$ cat src/rtl/dmem_arbiter.sv
// rtl/dmem_arbiter.sv - round-robin two-requester arbiter and access sequencer for DataMemory
module dmem_arbiter #(
    parameter int DATA_WIDTH = 32,
    parameter int ADDR_WIDTH = 32,
    parameter int MEM_SIZE   = 1024,
    parameter int RD_LATENCY = 1
) (
    input  logic                  clk,
    input  logic                  rst,
    input  logic                  a_req_valid,
    output logic                  a_req_ready,
    input  logic                  a_req_we,
    input  logic [ADDR_WIDTH-1:0] a_req_addr,
    input  logic [DATA_WIDTH-1:0] a_req_wdata,
    output logic                  a_resp_valid,
    input  logic                  b_req_valid,
    output logic                  b_req_ready,
    input  logic                  b_req_we,
    input  logic [ADDR_WIDTH-1:0] b_req_addr,
    input  logic [DATA_WIDTH-1:0] b_req_wdata,
    output logic                  b_resp_valid,
    output logic [DATA_WIDTH-1:0] resp_rdata,
    output logic                  resp_err,
    output logic                  mem_we,
    output logic [ADDR_WIDTH-1:0] mem_addr,
    output logic [DATA_WIDTH-1:0] mem_wdata,
    output logic [ADDR_WIDTH-1:0] mem_raddr,
    input  logic [DATA_WIDTH-1:0] mem_rdata
);

    typedef enum logic [1:0] {IDLE, ACCESS, WAIT, RESP} state_t;

    localparam logic [1:0]            CNT_INIT = 2'((RD_LATENCY == 0) ? 0 : RD_LATENCY - 1);
    localparam logic [ADDR_WIDTH-1:0] WORDS    = ADDR_WIDTH'(MEM_SIZE);

    state_t                state, state_nxt;
    logic                  prio_b;
    logic                  own_b;
    logic                  lat_we;
    logic                  lat_err;
    logic [1:0]            cnt;
    logic [DATA_WIDTH-1:0] rdata_q;

    logic                  gnt_a, gnt_b, hs;
    logic                  sel_we, sel_err;
    logic [ADDR_WIDTH-1:0] sel_addr;
    logic [DATA_WIDTH-1:0] sel_wdata;

    // Grant is purely combinational so ready can rise in the same cycle as valid.
    always_comb begin
        gnt_a     = 1'b0;
        gnt_b     = 1'b0;
        if (state == IDLE && !rst) begin
            gnt_a = a_req_valid && (!b_req_valid || !prio_b);
            gnt_b = b_req_valid && (!a_req_valid || prio_b);
        end
        hs        = gnt_a || gnt_b;
        sel_we    = gnt_b ? b_req_we    : a_req_we;
        sel_addr  = gnt_b ? b_req_addr  : a_req_addr;
        sel_wdata = gnt_b ? b_req_wdata : a_req_wdata;
        sel_err   = (sel_addr[1:0] != 2'b00) ||
                    ({2'b00, sel_addr[ADDR_WIDTH-1:2]} >= WORDS);
    end

    always_comb begin
        state_nxt    = state;
        a_req_ready  = gnt_a;
        b_req_ready  = gnt_b;
        mem_we       = 1'b0;
        a_resp_valid = 1'b0;
        b_resp_valid = 1'b0;
        resp_rdata   = '0;
        resp_err     = 1'b0;
        case (state)
            IDLE: begin
                if (hs) state_nxt = sel_err ? RESP : ACCESS;
            end
            ACCESS: begin
                mem_we    = lat_we;
                state_nxt = (lat_we || RD_LATENCY == 0) ? RESP : WAIT;
            end
            WAIT: begin
                if (cnt == 2'd0) state_nxt = RESP;
            end
            RESP: begin
                a_resp_valid = !own_b;
                b_resp_valid = own_b;
                resp_rdata   = rdata_q;
                resp_err     = lat_err;
                state_nxt    = IDLE;
            end
            default: state_nxt = IDLE;
        endcase
    end

    // Memory address/data registers double as the transaction latch; mem_we gates their use.
    always_ff @(posedge clk or posedge rst) begin
        if (rst) begin
            state     <= IDLE;
            prio_b    <= 1'b0;
            own_b     <= 1'b0;
            lat_we    <= 1'b0;
            lat_err   <= 1'b0;
            cnt       <= 2'd0;
            rdata_q   <= '0;
            mem_addr  <= '0;
            mem_wdata <= '0;
            mem_raddr <= '0;
        end else begin
            state <= state_nxt;
            if (hs) begin
                prio_b  <= gnt_a;
                own_b   <= gnt_b;
                lat_we  <= sel_we;
                lat_err <= sel_err;
                rdata_q <= '0;
                if (!sel_err) begin
                    if (sel_we) begin
                        mem_addr  <= sel_addr;
                        mem_wdata <= sel_wdata;
                    end else begin
                        mem_raddr <= sel_addr;
                    end
                end
            end
            if (state == ACCESS && !lat_we) begin
                if (RD_LATENCY == 0) rdata_q <= mem_rdata;
                else                 cnt     <= CNT_INIT;
            end
            if (state == WAIT) begin
                if (cnt == 2'd0) rdata_q <= mem_rdata;
                else             cnt     <= cnt - 2'd1;
            end
        end
    end

endmodule

$ cat config.mk
export PLATFORM = sky130hd
export DESIGN_NAME = dmem_arbiter
export DESIGN_NICKNAME = d
export VERILOG_FILES = /design/src/rtl/dmem_arbiter.sv
export SDC_FILE = /design/constraint.sdc
export NUM_CORES = 1
export LEC_CHECK = 0
export CORE_MARGIN = 5
export CORE_UTILIZATION = 35
export DETAILED_ROUTE_END_ITERATION = 8
export GPL_TIMING_DRIVEN = 0
export MAX_ROUTING_LAYER = met4
export PLACE_DENSITY = 0.74
export RECOVER_POWER = 50
export SLEW_MARGIN = 20
export SYNTH_ARGS = -nofsm -noshare
export SYNTH_HDL_FRONTEND = slang
export SYNTH_SLANG_ARGS = --single-unit
$ cat constraint.sdc
create_clock -name clk -period 4.48 [get_ports clk]
set_clock_uncertainty 0.1 [all_clocks]
set_input_delay 0.672 -clock clk [delete_from_list [all_inputs] [get_ports clk]]
set_output_delay 0.672 -clock clk [all_outputs]
set_load 0.01 [all_outputs]
# ---- Word-level counts from Yosys, hierarchy flattened
# Index checks and enable logic that the tools add are counted.
dict set report classes {
  reduce_logical 20
  bitwise 2
  div 0
  shifts 0
  muxes 21
  order_cmp 1
  addsub 1
  eq_ne 5
  n_mul 0
}
# op count
set op_table {}
lappend op_table {{$mux W32} 6}
lappend op_table {{$ge A30 B11 Y1 const B} 1}
lappend op_table {{$mux W2} 6}
lappend op_table {{$mux W1} 8}
lappend op_table {{$pmux W2 S4} 1}
lappend op_table {{$logic_not A1 Y1} 6}
lappend op_table {{$reduce_and A3 Y1} 2}
lappend op_table {{$eq A2 B2 Y1 const B} 2}
lappend op_table {{$logic_and A1 B1 Y1} 4}
lappend op_table {{$logic_not A2 Y1} 2}
lappend op_table {{$logic_or A1 B1 Y1} 4}
lappend op_table {{$ne A2 B2 Y1 const B} 2}
lappend op_table {{$eq A2 B1 Y1 const B} 1}
lappend op_table {{$not A1 Y1} 2}
lappend op_table {{$reduce_and A2 Y1} 1}
lappend op_table {{$reduce_bool A2 Y1} 1}
lappend op_table {{$sub A2 B1 Y2 const B} 1}
dict set report word_totals {
  latchBits 0
  mem_count 0
  rom_bits 0
  ramBits 0
  regBits 136
  wordCells 60
}

# ---- Longest topological paths before layout
dict set report logic_depth {
  word_depth 10
  mapped_depth 9
  depth_no_buf 7
}

# ---- Worst setup path after synthesis
# No wires, ideal clock.
dict set report synth_timing {
  path_type {input to register}
  start {input port a_req_addr[28]}
  end {register mem_addr[2]}
  stages 7
  required_time_ps 4255
  arrival_time_ps 2074
  setup_time_ps 125
  n_path_buf 2
  setup_slack_ps 2181
  cell_sequence {nor4_1 nand4_1 a2bb2o_4 nor3b_2 buf_6 buf_6 mux2_4}
}
dict set report synth_via {
  elab_chain_len 5
}
# item line_no
set synth_lines {}
lappend synth_lines {{start: declaration} 13} ;# input logic [ADDR_WIDTH-1:0] a_req_addr,
lappend synth_lines {{$mux W32} 59} ;# sel_addr = gnt_b ? b_req_addr : a_req_addr;
lappend synth_lines {{$ge A30 B11 Y1} 62} ;# ({2'b00, sel_addr[ADDR_WIDTH-1:2]} >= WORDS);
lappend synth_lines {{$logic_or A1 B1 Y1} 61} ;# sel_err = (sel_addr[1:0] != 2'b00) ||
lappend synth_lines {{$not A1 Y1 (no source line)} n/a}
lappend synth_lines {{$reduce_and A3 Y1 (no source line)} n/a}
lappend synth_lines {{end signal: assignment} 119} ;# mem_addr <= sel_addr;
lappend synth_lines {{end: declaration} 25} ;# output logic [ADDR_WIDTH-1:0] mem_addr,
# Every way passes these cells.
# A chain may end at the register's enable or synchronous reset.

# ---- Worst setup path in the final report
dict set report layout_timing {
  start {input port rst}
  end {output port b_req_ready}
}
dict set report layout_via {
  elab_chain_len 3
}
# item line_no
set layout_lines {}
lappend layout_lines {{start: declaration} 9} ;# input logic rst,
lappend layout_lines {{$logic_not A1 Y1 (no source line)} n/a}
lappend layout_lines {{$logic_and A1 B1 Y1} 53} ;# if (state == IDLE && !rst) begin
lappend layout_lines {{$mux W1} 53}
lappend layout_lines {{end: declaration} 17} ;# output logic b_req_ready,
# Every way passes these cells.

==> impl_metrics.yaml <==
routing:
  drc: 0
  highest_layer: "met4"
  post_drt_wl_per_cell_um: 17.89
  firstDrtPassIters: 6
  num_vias: 4581
  via_per_inst: 4.689
  met3_length_um: 1356
  routed_wl_um: 17480
  drt_iter0_markers: 141
  ant_nets: 0
  met2WireLength_um: 8886
  wl_met1_um: 6823
sta:
  rsz0062_at_grt: "no"
  post-route-min-period_ns: 3.870
  fin_crit_sh: 0.8638
  setup_ws_ns: 0.6104
  hold_violations: 0
  worstMarginPinSlew_ns: 1.877
  slew_headroom: -0.2582
  final-setup-viol-count: 0
  max_freq_ghz: 0.2584
  slew_viol_final: 45
placement:
  dp_hpwl_um: 13500
  dpl.cell_count: 946
  io_buffer_count: 299
  gp_congestion: 0.8482
  place_area_sq_mm: 0.009249
  dp_slack_ns: 0.6940
min_path:
  holdCritPathClass: "flip-flop to flip-flop"
  min_path_cells: 1
  worstHoldStart: "mem_raddr[22]$_DFFE_PP0P_"
cts:
  numCtsBuffers: 17
  cts.clk_slew.worst_paths_ns: 0.06
  cts-root-buf: "clkbuf_16"
  cts_tree: "built"
  clockBufferDepth: 2
  post_cts_resized: 0
  ctsHoldBuffers: 0
  numClockSinks: 136
  clk_latency_ns: 0.41
  cts_setup_buffers: 0
  h-tree-depth: 4
grt:
  grt_max_degree: 94
  grt_pass1_wl_um: 28230
  globalRouteOverflowTotal: 0
  grt_pass1_vias: 5309
  track_usage: 0.1851
  antenna_found_initial: 1
setup_path:
  r2r-start: "state[0]$_DFFE_PP0P_"
  cp_max_fo: 10
  rr_worst_depth: 8
  critPathLaunchType: "input pin"
  cp-startpoint: "rst"
  critPathArrivalTime_ns: 3.10
  critPathKind: "input pin to output port"
  critPathCaptureType: "output port"
  critPathRequiredTime_ns: 3.71
floorplan:
  start_util: 0.3573
  ios: 300
  die_w_um: 140.3
  core_area_sq_mm: 0.01664
  die_h_um: 140.3
  die_area_sq_mm: 0.01969
  rows: 47
yosys:
  syn_area_per_cell_sq_um: 13.96
  ys_seq_elements: 136
  syn_inst: 426
  yosysWarnings: 0
  synthesis.area_sq_mm: 0.005946
  yosysUniqueCellTypes: 37
  seq_area_frac_synth: 0.5724
  syn_nets: 597
pwr:
  ir_drop_mv: 0.2519
  leakage_nw: 4.527
  finalPower_mw: 3.887
  power_density_mw_per_mm2: 397.6
finish:
  design_area_sq_mm: 0.009776
  drive_gt1_frac: 0.1733
  instances_no_fill: 977
  fillers: 1341
  fin_util: 0.5874
  fin_nets: 916
  final_common_cell: "clkdlybuf4s50_1"
  syn2layout_area_growth_pct: 64.42
  final_cell_mix: "238 x clkdlybuf4s50_1, 136 x dfrtp_1, 61 x dlygate4sd3_1"
run_status:
  status: "complete, but fails checks"
  violations: "capacitance limit, slew limit"
run:
  cap_violations: 1
-- layer usage --
| layer | track usage | up-vias |
|---|---|---|
| met3 | 0.06680 | 30 |
| met5 | - | - |
| met2 | 0.3004 | 179 |
| met1 | 0.2142 | 2252 |
| met4 | 0.06068 | 0 |
| li1 | - | 2120 |
-- critical path, cell delays in order --
cell and delay (ns):
dlygate4sd3_1 0.58, nand3b_1 0.30, nor2_4 0.38, buf_1 0.51, clkdlybuf4s50_1 0.65
-- cell usage after synthesis --
master,n,area (sq um)
clkbuf_1,14,52.55
nand2_1,3,11.26
nor2_4,1,11.26
o31ai_1,2,15.01
a211oi_1,1,7.510
and4_1,1,8.760
and2_1,57,356.6
and4bb_1,1,12.51
o22ai_1,1,6.260
buf_2,3,15.01
a21o_1,1,7.510
nor2b_4,1,13.76
inv_1,6,22.52
nor2b_1,24,150.1
mux2_4,38,570.6
mux2_1,4,45.04
buf_6,5,56.30
nand3b_1,1,7.510
a22o_1,32,280.3
mux2_2,52,585.6
nand3b_4,1,20.02
nor4_1,10,62.56
o211ai_1,1,7.510
mux2i_1,1,10.01
nor3b_2,1,12.51
ha_1,5,62.56
nand4_1,1,6.260
o21a_1,1,7.510
a21oi_1,2,10.01
a2bb2o_4,1,20.02
o211a_1,1,10.01
o21ai_0,6,30.03
dfrtp_1,136,3403
nand3_1,1,5.000
buf_1,1,3.750
nand2b_1,2,12.51
nor2_1,7,26.28
-- kinds of logic (layout without fill, tap and decap cells) --
family          count (synthesis)  after routing  synth area share
flops                         136            136            0.5724
simple gates                  112            112            0.1206
mux                            95             95            0.2037
compound gates                 49             49           0.06755
buf+inv                        29            359           0.02525
fa+ha+maj                       5              5           0.01052
other cells                     0              1                 0
-- power breakdown --
part / internal, mW / switching (mW) / leakage [nW]
combinational: 0.586 / 0.474 / 2.41
clock: 0.840 / 0.495 / 0.272
sequential: 1.39 / 0.0984 / 1.84
total: 2.82 / 1.07 / 4.53
-- worst paths after layout --
kind,to,slack (ns)
max in group asynchronous,mem_addr[26]$_DFFE_PP0P_,1.09
max,b_req_ready,0.61
min reg2reg,mem_raddr[22]$_DFFE_PP0P_,0.38
max reg2reg,mem_raddr[8]$_DFFE_PP0P_,1.64
min,mem_raddr[22]$_DFFE_PP0P_,0.38
min in group asynchronous,lat_err$_DFFE_PP0P_,1.13
-- sequential cells by signal, indices dropped and copies added (netlist names) --
name and cells:
cnt 2, rdata_q 32, lat_we 1, mem_wdata 32, mem_addr 32, prio_b 1, own_b 1, state 2
mem_raddr 32, lat_err 1
-- area by class of cell --
| type | instances | area, sq um | area share |
|---|---|---|---|
| Antenna cell | 1 | 2.502 | 0.0002560 |
| Buffer | 23 | 127.6 | 0.01306 |
| Clock buffer | 22 | 464.2 | 0.04748 |
| Clock inverter | 8 | 98.84 | 0.01011 |
| Inverter | 6 | 23.77 | 0.002432 |
| Multi-Input combinational cell | 261 | 2380 | 0.2434 |
| Sequential cell | 136 | 3403 | 0.3481 |
| Tap cell | 220 | 275.3 | 0.02816 |
| Timing Repair Buffer | 300 | 3000 | 0.3069 |
-- per-stage QoR --
step | setup TNS, ns | hold WS (ns)
after detailed placement | 0 | 0.3698
after global placement | -228.69 | 0.3640
after floorplan | 0 | 0.3424
after global routing | 0 | 0.3983
final | 0 | 0.3758
after CTS | 0 | 0.3882
No activity file was read; power rests on OpenSTA's default activity.
